<file path="config.mk">
export PLATFORM = sky130hd
export DESIGN_NAME = chain_relax_sequencer_flat
export DESIGN_NICKNAME = d
export VERILOG_FILES = /design/src/rtl/chain_relax_if.sv /design/src/rtl/chain_relax_sequencer.sv /design/src/flat_wrapper.sv
export SDC_FILE = /design/constraint.sdc
export NUM_CORES = 2
export LEC_CHECK = 0
export CAP_MARGIN = 20
export CORE_ASPECT_RATIO = 1.1
export CORE_MARGIN = 5
export CORE_UTILIZATION = 40
export CTS_BUF_LIST = sky130_fd_sc_hd__clkbuf_2
export DETAILED_ROUTE_END_ITERATION = 16
export GPL_TIMING_DRIVEN = 0
export PLACE_DENSITY_LB_ADDON = 0.25
export SLEW_MARGIN = 20
export SYNTH_ARGS = -nofsm -noshare
export SYNTH_HDL_FRONTEND = slang
export SYNTH_SLANG_ARGS = --single-unit
</file>
<file path="constraint.sdc">
create_clock -name clk -period 3.5 [get_ports clk]
set_clock_uncertainty 0.2 [all_clocks]
set_input_delay 0.7 -clock clk [delete_from_list [all_inputs] [get_ports clk]]
set_output_delay 0.7 -clock clk [all_outputs]
set_load 0.01 [all_outputs]
</file>
<file path="src/rtl/chain_relax_if.sv">
// chain_relax_if: groups the host handshake, host table access and
// constraint-stage signals of chain_relax_sequencer.
// master: host / constraint-stage side. slave: the sequencer.
interface chain_relax_if #(
    parameter int ADDR_W = 4
);
    logic              start;
    logic              busy;
    logic              done;
    logic              wr_en;
    logic [ADDR_W-1:0] wr_addr;
    logic [31:0]       wr_x;
    logic [31:0]       wr_y;
    logic [ADDR_W-1:0] rd_addr;
    logic [31:0]       rd_x;
    logic [31:0]       rd_y;
    logic [31:0]       c_up_x;
    logic [31:0]       c_up_y;
    logic [31:0]       c_x;
    logic [31:0]       c_y;
    logic [31:0]       c_down_x;
    logic [31:0]       c_down_y;
    logic              c_valid;
    logic [31:0]       c_x_new;
    logic [31:0]       c_y_new;

    modport master (
        output start, wr_en, wr_addr, wr_x, wr_y, rd_addr, c_x_new, c_y_new,
        input  busy, done, rd_x, rd_y, c_up_x, c_up_y, c_x, c_y,
               c_down_x, c_down_y, c_valid
    );

    modport slave (
        input  start, wr_en, wr_addr, wr_x, wr_y, rd_addr, c_x_new, c_y_new,
        output busy, done, rd_x, rd_y, c_up_x, c_up_y, c_x, c_y,
               c_down_x, c_down_y, c_valid
    );
endinterface

</file>
<file path="src/rtl/chain_relax_sequencer.sv">
// chain_relax_sequencer: Gauss-Seidel sweeps over a table of Q16.16 (x, y)
// chain points. Each interior point is presented with its neighbours to an
// external combinational constraint stage and the result is written back in
// place. Endpoints 0 and N_POINTS-1 are pinned.
// Optional feature macro: CHAIN_RELAX_BIDIR_EN -- odd sweeps run descending.
module chain_relax_sequencer #(
    parameter int N_POINTS   = 16,
    parameter int ITERATIONS = 4,
    parameter int ADDR_W     = $clog2(N_POINTS)
) (
    input  logic           clk,
    input  logic           rst_n,
    input  logic           srst,
    chain_relax_if.slave   bus
);
    localparam int ITER_W = $clog2(ITERATIONS + 1);
    localparam logic [ADDR_W-1:0] FIRST_IDX = ADDR_W'(32'd1);
    localparam logic [ADDR_W-1:0] LAST_IDX  = ADDR_W'(N_POINTS - 2);

    typedef enum logic [1:0] {
        ST_IDLE  = 2'd0,
        ST_LOAD  = 2'd1,
        ST_WRITE = 2'd2,
        ST_DONE  = 2'd3
    } state_t;

    state_t              state_r;
    state_t              state_nxt_s;
    logic [ADDR_W-1:0]   idx_r;
    logic [ITER_W-1:0]   iter_r;
    logic [31:0]         mem_x_r [N_POINTS];
    logic [31:0]         mem_y_r [N_POINTS];
    logic [31:0]         c_up_x_r, c_up_y_r, c_x_r, c_y_r, c_down_x_r, c_down_y_r;
    logic [31:0]         rd_x_r, rd_y_r;
    logic                busy_r, done_r, c_valid_r;
    logic                busy_nxt_s, done_nxt_s, c_valid_nxt_s;
    logic                sweep_desc_s;
    logic                last_pt_s;
    logic                final_sweep_s;
    logic [ITER_W-1:0]   iter_inc_s;
    logic [ADDR_W-1:0]   next_first_s;
    logic [ADDR_W-1:0]   up_idx_s;
    logic [ADDR_W-1:0]   down_idx_s;
    logic                wr_ok_s;
    logic                rd_ok_s;

    // Sweep direction, end-of-sweep detection and neighbour indices.
    always_comb begin
`ifdef CHAIN_RELAX_BIDIR_EN
        sweep_desc_s = iter_r[0];
`else
        sweep_desc_s = 1'b0;
`endif
        iter_inc_s    = iter_r + ITER_W'(32'd1);
        final_sweep_s = (iter_inc_s == ITER_W'(ITERATIONS));
        if (sweep_desc_s) begin
            last_pt_s = (idx_r == FIRST_IDX);
        end else begin
            last_pt_s = (idx_r == LAST_IDX);
        end
`ifdef CHAIN_RELAX_BIDIR_EN
        if (iter_inc_s[0]) begin
            next_first_s = LAST_IDX;
        end else begin
            next_first_s = FIRST_IDX;
        end
`else
        next_first_s = FIRST_IDX;
`endif
        up_idx_s   = idx_r - ADDR_W'(32'd1);
        down_idx_s = idx_r + ADDR_W'(32'd1);
        wr_ok_s    = (32'(bus.wr_addr) < 32'(N_POINTS));
        rd_ok_s    = (32'(bus.rd_addr) < 32'(N_POINTS));
    end

    // FSM state register plus registered status outputs.
    always_ff @(posedge clk or negedge rst_n) begin
        if (!rst_n) begin
            state_r   <= ST_IDLE;
            busy_r    <= 1'b0;
            done_r    <= 1'b0;
            c_valid_r <= 1'b0;
        end else if (srst) begin
            state_r   <= ST_IDLE;
            busy_r    <= 1'b0;
            done_r    <= 1'b0;
            c_valid_r <= 1'b0;
        end else begin
            state_r   <= state_nxt_s;
            busy_r    <= busy_nxt_s;
            done_r    <= done_nxt_s;
            c_valid_r <= c_valid_nxt_s;
        end
    end

    // FSM next-state logic.
    always_comb begin
        state_nxt_s = state_r;
        case (state_r)
            ST_IDLE: begin
                if (bus.start) begin
                    state_nxt_s = ST_LOAD;
                end else begin
                    state_nxt_s = ST_IDLE;
                end
            end
            ST_LOAD:  state_nxt_s = ST_WRITE;
            ST_WRITE: begin
                if (last_pt_s && final_sweep_s) begin
                    state_nxt_s = ST_DONE;
                end else begin
                    state_nxt_s = ST_LOAD;
                end
            end
            ST_DONE:  state_nxt_s = ST_IDLE;
            default:  state_nxt_s = ST_IDLE;
        endcase
    end

    // FSM outputs, decoded from the next state so they are registered.
    always_comb begin
        busy_nxt_s    = 1'b0;
        done_nxt_s    = 1'b0;
        c_valid_nxt_s = 1'b0;
        case (state_nxt_s)
            ST_LOAD:  busy_nxt_s = 1'b1;
            ST_WRITE: begin
                busy_nxt_s    = 1'b1;
                c_valid_nxt_s = 1'b1;
            end
            ST_DONE:  done_nxt_s = 1'b1;
            default: begin
                busy_nxt_s    = 1'b0;
                done_nxt_s    = 1'b0;
                c_valid_nxt_s = 1'b0;
            end
        endcase
    end

    // Point table, sweep counters and constraint-stage operand registers.
    always_ff @(posedge clk or negedge rst_n) begin
        if (!rst_n) begin
            idx_r      <= FIRST_IDX;
            iter_r     <= '0;
            c_up_x_r   <= 32'd0;
            c_up_y_r   <= 32'd0;
            c_x_r      <= 32'd0;
            c_y_r      <= 32'd0;
            c_down_x_r <= 32'd0;
            c_down_y_r <= 32'd0;
            for (int k = 0; k < N_POINTS; k++) begin
                mem_x_r[k] <= 32'd0;
                mem_y_r[k] <= 32'd0;
            end
        end else if (srst) begin
            idx_r      <= FIRST_IDX;
            iter_r     <= '0;
            c_up_x_r   <= 32'd0;
            c_up_y_r   <= 32'd0;
            c_x_r      <= 32'd0;
            c_y_r      <= 32'd0;
            c_down_x_r <= 32'd0;
            c_down_y_r <= 32'd0;
            for (int k = 0; k < N_POINTS; k++) begin
                mem_x_r[k] <= 32'd0;
                mem_y_r[k] <= 32'd0;
            end
        end else begin
            case (state_r)
                ST_IDLE: begin
                    // Host write lands on the same edge as acceptance, so the
                    // first LOAD already sees it.
                    if (bus.wr_en && wr_ok_s) begin
                        mem_x_r[bus.wr_addr] <= bus.wr_x;
                        mem_y_r[bus.wr_addr] <= bus.wr_y;
                    end
                    if (bus.start) begin
                        idx_r  <= FIRST_IDX;
                        iter_r <= '0;
                    end
                end
                ST_LOAD: begin
                    c_up_x_r   <= mem_x_r[up_idx_s];
                    c_up_y_r   <= mem_y_r[up_idx_s];
                    c_x_r      <= mem_x_r[idx_r];
                    c_y_r      <= mem_y_r[idx_r];
                    c_down_x_r <= mem_x_r[down_idx_s];
                    c_down_y_r <= mem_y_r[down_idx_s];
                end
                ST_WRITE: begin
                    mem_x_r[idx_r] <= bus.c_x_new;
                    mem_y_r[idx_r] <= bus.c_y_new;
                    if (last_pt_s) begin
                        iter_r <= iter_inc_s;
                        idx_r  <= next_first_s;
                    end else if (sweep_desc_s) begin
                        idx_r <= up_idx_s;
                    end else begin
                        idx_r <= down_idx_s;
                    end
                end
                ST_DONE: begin
                    if (bus.wr_en && wr_ok_s) begin
                        mem_x_r[bus.wr_addr] <= bus.wr_x;
                        mem_y_r[bus.wr_addr] <= bus.wr_y;
                    end
                end
                default: begin
                    idx_r <= idx_r;
                end
            endcase
        end
    end

    // Host read port: one-cycle latency, zero for out-of-range indices.
    always_ff @(posedge clk or negedge rst_n) begin
        if (!rst_n) begin
            rd_x_r <= 32'd0;
            rd_y_r <= 32'd0;
        end else if (srst) begin
            rd_x_r <= 32'd0;
            rd_y_r <= 32'd0;
        end else if (rd_ok_s) begin
            rd_x_r <= mem_x_r[bus.rd_addr];
            rd_y_r <= mem_y_r[bus.rd_addr];
        end else begin
            rd_x_r <= 32'd0;
            rd_y_r <= 32'd0;
        end
    end

    assign bus.busy     = busy_r;
    assign bus.done     = done_r;
    assign bus.c_valid  = c_valid_r;
    assign bus.c_up_x   = c_up_x_r;
    assign bus.c_up_y   = c_up_y_r;
    assign bus.c_x      = c_x_r;
    assign bus.c_y      = c_y_r;
    assign bus.c_down_x = c_down_x_r;
    assign bus.c_down_y = c_down_y_r;
    assign bus.rd_x     = rd_x_r;
    assign bus.rd_y     = rd_y_r;
endmodule

</file>
<file path="src/flat_wrapper.sv">
// flat-port wrapper written by rule: the top's interface ports become plain ports
module chain_relax_sequencer_flat 
#(
    parameter int N_POINTS   = 16,
    parameter int ITERATIONS = 4,
    parameter int ADDR_W     = $clog2(N_POINTS)
)
  (clk, rst_n, srst, bus_start, bus_wr_en, bus_wr_addr, bus_wr_x, bus_wr_y, bus_rd_addr, bus_c_x_new, bus_c_y_new, bus_busy, bus_done, bus_rd_x, bus_rd_y, bus_c_up_x, bus_c_up_y, bus_c_x, bus_c_y, bus_c_down_x, bus_c_down_y, bus_c_valid);
  chain_relax_if #(.ADDR_W(ADDR_W)) bus_i ();
  input  logic clk;
  input  logic rst_n;
  input  logic srst;
  input wire logic [$bits(bus_i.start)-1:0] bus_start;
  input wire logic [$bits(bus_i.wr_en)-1:0] bus_wr_en;
  input wire logic [$bits(bus_i.wr_addr)-1:0] bus_wr_addr;
  input wire logic [$bits(bus_i.wr_x)-1:0] bus_wr_x;
  input wire logic [$bits(bus_i.wr_y)-1:0] bus_wr_y;
  input wire logic [$bits(bus_i.rd_addr)-1:0] bus_rd_addr;
  input wire logic [$bits(bus_i.c_x_new)-1:0] bus_c_x_new;
  input wire logic [$bits(bus_i.c_y_new)-1:0] bus_c_y_new;
  output wire logic [$bits(bus_i.busy)-1:0] bus_busy;
  output wire logic [$bits(bus_i.done)-1:0] bus_done;
  output wire logic [$bits(bus_i.rd_x)-1:0] bus_rd_x;
  output wire logic [$bits(bus_i.rd_y)-1:0] bus_rd_y;
  output wire logic [$bits(bus_i.c_up_x)-1:0] bus_c_up_x;
  output wire logic [$bits(bus_i.c_up_y)-1:0] bus_c_up_y;
  output wire logic [$bits(bus_i.c_x)-1:0] bus_c_x;
  output wire logic [$bits(bus_i.c_y)-1:0] bus_c_y;
  output wire logic [$bits(bus_i.c_down_x)-1:0] bus_c_down_x;
  output wire logic [$bits(bus_i.c_down_y)-1:0] bus_c_down_y;
  output wire logic [$bits(bus_i.c_valid)-1:0] bus_c_valid;
  assign bus_i.start = bus_start;
  assign bus_i.wr_en = bus_wr_en;
  assign bus_i.wr_addr = bus_wr_addr;
  assign bus_i.wr_x = bus_wr_x;
  assign bus_i.wr_y = bus_wr_y;
  assign bus_i.rd_addr = bus_rd_addr;
  assign bus_i.c_x_new = bus_c_x_new;
  assign bus_i.c_y_new = bus_c_y_new;
  assign bus_busy = bus_i.busy;
  assign bus_done = bus_i.done;
  assign bus_rd_x = bus_i.rd_x;
  assign bus_rd_y = bus_i.rd_y;
  assign bus_c_up_x = bus_i.c_up_x;
  assign bus_c_up_y = bus_i.c_up_y;
  assign bus_c_x = bus_i.c_x;
  assign bus_c_y = bus_i.c_y;
  assign bus_c_down_x = bus_i.c_down_x;
  assign bus_c_down_y = bus_i.c_down_y;
  assign bus_c_valid = bus_i.c_valid;
  chain_relax_sequencer #(.N_POINTS(N_POINTS), .ITERATIONS(ITERATIONS), .ADDR_W(ADDR_W)) u_core (.clk(clk), .rst_n(rst_n), .srst(srst), .bus(bus_i));
endmodule
</file>
== Word-level counts from Yosys, hierarchy flattened ==
Cells that the tools add are included.

* Bits in registers: 1292
* Latch bits: 0
* Memory bits (writable): 0
* Bits in read-only memories: 0
* Output and inout port bits: 259
* Word-level logic and storage cells: 154
* Memories kept: 0

* $add $sub $neg: 3
* Multiply operators: 0
* Div/mod/pow operators: 0
* Order comparisons: 7
* Equal/unequal tests: 11
* Shift operators: 0
* Multiplexer cells: 70
* Bitwise gates (word level): 5
* Reductions and logical operators: 12

{| class="wikitable"
|+ Operators with widths
! operator !! number
|-
| 512-bit bitwise mux || 4
|-
| 512-bit two-way mux || 4
|-
| 512-bit case mux with 2 select lines || 2
|-
| 32-bit binary-select mux with 4-bit select || 8
|-
| 32-bit two-way mux || 32
|-
| 32-bit demux with 4-bit select || 2
|-
| 5-bit >= comparator (second input constant) || 5
|-
| 4-bit inverter with 5-bit output || 5
|-
| 4-bit two-way mux || 3
|-
| 5-bit by 1-bit < comparator with 1-bit output (second input constant) || 2
|-
| 3-bit two-way mux || 3
|-
| 2-bit == test (second input constant) || 4
|-
| 2-bit case mux with 4 select lines || 1
|-
| 4-bit case mux with 2 select lines || 1
|-
| 1-bit two-way mux || 7
|-
| 3-bit case mux with 2 select lines || 1
|-
| 3-bit nonzero test || 2
|-
| 4-bit by 1-bit adder with 4-bit output (second input constant) || 1
|-
| 2-bit by 1-bit == test with 1-bit output (second input constant) || 2
|-
| 4-bit == test (second input constant) || 1
|-
| 2-bit two-way mux || 2
|-
| 2-bit AND reduction || 2
|-
| 2-bit OR reduction || 2
|-
| 4-bit by 1-bit subtractor with 4-bit output (second input constant) || 1
|-
| other kinds (9) || 11
|}

== Depth between registers and ports, before layout ==
* Depth after elaboration: 9
* Gate-level depth with buffers: 14

== Worst setup path after synthesis ==
Ideal clock, no wire load.

* Path type: reg-to-reg
* Start: register u_core.idx_r[0]
* End: register u_core.c_down_x_r[7] (netlist: u_core.bus.c_down_x[7])
* Setup time: 124 ps
* Arrival: 3386 ps
* Path slack: -210 ps
* Stages on the path, launching flop included: 14
* Buffers on the path: 7
* Period minus slack after synthesis: 3710 ps
* Cell sequence: dfstp_2 buf_2 buf_2 clkbuf_1 buf_2 inv_1 ha_1 buf_2 clkbuf_1 buf_2 mux4_2 mux2i_1 nor3_1 a211o_1

* Word-level cells in the longest chain between the ends: 7

{| class="wikitable"
|+ Ends and longest elaborated chain
! item !! line !! source
|-
| from (decl) || chain_relax_sequencer.sv:29 || <nowiki>logic [ADDR_W-1:0] idx_r;</nowiki>
|-
| from (signal assigned) || chain_relax_sequencer.sv:195 || <nowiki>idx_r <= next_first_s;</nowiki>
|-
| from (signal assigned) || chain_relax_sequencer.sv:197 || <nowiki>idx_r <= up_idx_s;</nowiki>
|-
| from (signal assigned) || chain_relax_sequencer.sv:199 || <nowiki>idx_r <= down_idx_s;</nowiki>
|-
| 4-bit by 1-bit adder with 4-bit output || chain_relax_sequencer.sv:71 || <nowiki>down_idx_s = idx_r + ADDR_W'(32'd1);</nowiki>
|-
| 4-bit inverter with 5-bit output (implied by the code) || chain_relax_sequencer.sv:187 || <nowiki>c_down_x_r <= mem_x_r[down_idx_s];</nowiki>
|-
| 32-bit binary-select mux with 4-bit select || chain_relax_sequencer.sv:187 ||
|-
| 32-bit two-way mux (implied by the code) (2 in series) || chain_relax_sequencer.sv:187 ||
|-
| 32-bit two-way mux || chain_relax_sequencer.sv:169 || <nowiki>case (state_r)</nowiki>
|-
| 32-bit two-way mux || chain_relax_sequencer.sv:155 || <nowiki>end else if (srst) begin</nowiki>
|-
| to (signal assigned) || chain_relax_sequencer.sv:187 ||
|-
| to (decl) || chain_relax_sequencer.sv:33 || <nowiki>logic [31:0] c_up_x_r, c_up_y_r, c_x_r, c_y_r, c_down_x_r, c_down_y_r;</nowiki>
|}

Every way passes these cells. The select of a mux whose other input is x is not followed.
A chain may end at the register's enable or synchronous reset.

== Worst setup path in the final report ==
* Start: register u_core.idx_r[0]
* End: register u_core.c_up_y_r[27] (netlist: u_core.bus.c_up_y[27])

* Word-level cells in the longest chain between the ends: 7

{| class="wikitable"
|+ Ends and longest elaborated chain
! item !! line !! source
|-
| 4-bit by 1-bit subtractor with 4-bit output || chain_relax_sequencer.sv:70 || <nowiki>up_idx_s = idx_r - ADDR_W'(32'd1);</nowiki>
|-
| 4-bit inverter with 5-bit output (implied by the code) || chain_relax_sequencer.sv:184 || <nowiki>c_up_y_r <= mem_y_r[up_idx_s];</nowiki>
|-
| 32-bit binary-select mux with 4-bit select || chain_relax_sequencer.sv:184 ||
|-
| 32-bit two-way mux (implied by the code) (2 in series) || chain_relax_sequencer.sv:184 ||
|-
| 32-bit two-way mux || chain_relax_sequencer.sv:169 ||
|-
| 32-bit two-way mux || chain_relax_sequencer.sv:155 ||
|-
| to (signal assigned) || chain_relax_sequencer.sv:184 ||
|-
| to (decl) || chain_relax_sequencer.sv:33 ||
|}

Every way passes these cells. The select of a mux whose other input is x is not followed.

==> impl_metrics.json <==
{
  "die_w_um": 455,
  "ys_seq_area_frac": 0.371,
  "ff2ff_path_depth": 8,
  "power.total_mw": 33.4,
  "crit_path_end_kind": "register",
  "fin_crit_ps": 3680,
  "critical_path_arrival_ps": 5360,
  "cts_made_buffers": 374,
  "maxCapViolCount": 0,
  "drc": 0,
  "critical_path_class": "register to register",
  "setup_slack_ps": -182,
  "core_area_um2": 217000,
  "r2r-end": "u_core.bus.c_up_y[27]$_DFFE_PN0P_",
  "maxSlewHeadroom": 0.0536,
  "fin_crit_sh": 1.05,
  "drtPass1Iterations": 6,
  "port_buffers": 395,
  "top_regs": "u_core.mem_x_r: 512 flops, u_core.mem_y_r: 512 flops",
  "die_h_um": 499,
  "drive_gt1_frac": 0.447,
  "netlist_instances": 6639,
  "rows": 179,
  "cts_tree": "done",
  "regToRegStartpoint": "u_core.idx_r[0]$_DFFE_PN1P_",
  "ant_nets": 0,
  "busiest_layer": "met2",
  "place_congestion": 1.01,
  "gr-usage-met2": 0.527,
  "rsz0062_at_grt": "true",
  "synth-compound-area-share": 0.117,
  "cts_sinks": 1292,
  "cp_max_fo": 11,
  "fin_util": 0.479,
  "power_density_nw_per_um2": 322,
  "synth.distinct_cells": 46,
  "clock.fmax_mhz": 272,
  "dp_slack_ps": -2910,
  "violations": "negative setup slack",
  "hold_start": "bus_wr_x[1]",
  "startpoint_type": "register",
  "setup_tns_ps": -5800,
  "ios": 400,
  "place_inst": 9968,
  "wire_per_inst_um": 40.1,
  "synth-async-reset-ratio": 1.00,
  "crit_chain": "buf_6, buf_4, o31a_1, o21bai_1, buf_2, buf_1, a21oi_1, a211o_1",
  "synth_fp_nets": 6792,
  "required_ps": 5180,
  "hp-class": "primary input to register",
  "tightest_slew_ps": 1420,
  "synthMuxAreaShare": 0.431,
  "die_area_um2": 227000,
  "wl_mm": 442,
  "synth_top_family_by_area": "multiplexers",
  "via_count": 79900,
  "grt_pass1_vias": 78500,
  "cpPeakStageDelay_ps": 830,
  "cts_max_path_buffers": 4,
  "status": "finished with violations",
  "leakagePower_nw": 44.8,
  "area_growth_pct": 19.1,
  "postLayoutCellArea_um2": 104000,
  "crit_slowest_cell": "buf_2",
  "finalSetupViolations": 99,
  "synth_edf_count": 0,
  "use_met1": 0.451,
  "syn-mean-instance-area_um2": 13.1,
  "fin_cells": 11000,
  "hpwl_mm": 314,
  "slew_viol_final": 0,
  "grt_max_degree": 141,
  "start_util": 0.402,
  "worst_hold_slack_ps": 90.6,
  "netlist_area_um2": 87100,
  "hold_depth": 5,
  "worstSkewPairLatency_ps": 2040,
  "grt_pass1_wl_mm": 610,
  "cts.clk_slew.worst_paths_ps": 120,
  "antenna_found_initial": 58,
  "yosys_warnings": 0,
  "postPlaceCellArea_um2": 96000,
  "cts-htree-levels": 5,
  "grt_usage": 0.379,
  "nNetsFinal": 7940,
  "use_met3": 0.180,
  "ir_worst_vdd_mv": 0.345,
  "grt.overflow.total": 0,
  "cts-root-buf": "clkbuf_2",
  "synth_top_flop_cell": "dfrtp_1",
  "synth-adder-area-share": 0.00172,
  "synth_xor_area_frac": 0.000503,
  "hold_path_end": "u_core.mem_x_r[481]$_DFFE_PN0P_",
  "vias_per_cell": 7.25,
  "ys_seq_elements": 1292,
  "r2r_slack_ps": -180,
  "drt_iter0_markers": 13200,
  "synth-simple-area-share": 0.0332,
  "hold_viol": 0
}
## synthesized netlist by cell type, drive strengths merged (6+ instances only)
cell type	n	area, um2
nand4bb	6	67.6
nor3	129	646
a21o	64	480
buf	476	2520
ha	12	150
mux2i	146	1470
nand2	384	1440
dfrtp	1291	32300
inv	7	26.3
nand3	7	35.0
nor2b	72	450
nand3b	8	60.1
a21oi	194	971
o22ai	1025	6410
o21ai	12	113
mux4	1088	24500
mux2	1025	11500
a211o	129	1130
a22oi	128	961
clkbuf	393	1480
## cell usage in the layout, fill, tap and decap left out, types with 135 or more instances in the layout
| master | Yosys | final |
|---|---|---|
| dfrtp_1 | 1291 | 1283 |
| mux4_2 | 1088 | 1088 |
| o22ai_1 | 1025 | 1024 |
| mux2_2 | 933 | 933 |
| clkbuf_2 | 0 | 734 |
| nand2_1 | 384 | 378 |
| buf_2 | 326 | 328 |
| clkbuf_1 | 393 | 294 |
| dlygate4sd3_1 | 0 | 184 |
| a21oi_1 | 194 | 177 |
| buf_4 | 18 | 137 |
| clkdlybuf4s50_1 | 0 | 135 |
## timing repair
action	CTS	global route
setup buffers	81	64
endpoints found under the hold margin	2228	0
hold buffers	186	0
cloned	16	3
endpoints found under the setup margin	1260	841
resized for setup	991	338
pin swaps	54	6
## worst max path at each step
| stage | endpoint | slack [ps] | startpoint | depth (start not counted) |
|---|---|---|---|---|
| after global placement | u_core.mem_y_r[124]$_DFFE_PN0P_ | -60060 | rst_n | 1 |
| final | u_core.bus.c_up_y[27]$_DFFE_PN0P_ | -180 | u_core.idx_r[0]$_DFFE_PN1P_ | 8 |
| after floorplan | u_core.bus.c_down_x[7]$_DFFE_PN0P_ | 0.4 | u_core.idx_r[0]$_DFFE_PN1P_ | 13 |
| after detailed placement | u_core.bus.c_up_y[27]$_DFFE_PN0P_ | -2910 | u_core.idx_r[0]$_DFFE_PN1P_ | 14 |
| after global routing | bus_c_down_x[3] | -100 | u_core.bus.c_down_x[3]$_DFFE_PN0P_ | 1 |
| after CTS | bus_c_down_y[25] | -180 | u_core.bus.c_down_y[25]$_DFFE_PN0P_ | 1 |
## report_power, final
group / total, mW / switching [mW] / internal, mW / leakage (nW)
Combinational: 6.18 / 3.81 / 2.37 / 24.3
Sequential: 15.5 / 0.342 / 15.2 / 18.0
Clock: 11.7 / 7.46 / 4.22 / 2.47
Total: 33.4 / 11.6 / 21.8 / 44.8
## cells by family (layout without fill, tap and decap cells)
family                     Yosys count  in the layout
buffers and inverters              876           2284
xor gates and xnor gates             5              5
and+or+nand+nor                    632            632
DFF                               1292           1292
adders and majority gates           12             12
AOI/OAI and AO/OA                 1563           1563
other                                0             73
muxes                             2259           2259
## layout make-up
| class | instances | area, um2 |
|---|---|---|
| Clock buffer | 535 | 2680 |
| Fill cell | 19800 | 113000 |
| Clock inverter | 101 | 457 |
| Buffer | 860 | 5110 |
| Sequential cell | 1292 | 32300 |
| Tap cell | 2896 | 3620 |
| Inverter | 7 | 33.8 |
| Antenna cell | 73 | 183 |
| Timing Repair Buffer | 781 | 8020 |
| Multi-Input combinational cell | 4471 | 51400 |
## layer usage
layer,wire [um],up-vias
met4,41200,34
met3,67100,1939
li1,-,29600
met2,185000,7744
met5,438,-
met1,148000,40600
## critical path: cells and delay by family, from the launching register on
family | cells | cell delay [ps]
buf+inv | 4 | 1860
compound gates | 4 | 1050
flops | 1 | 390
Power figures use the tool's default switching activity.
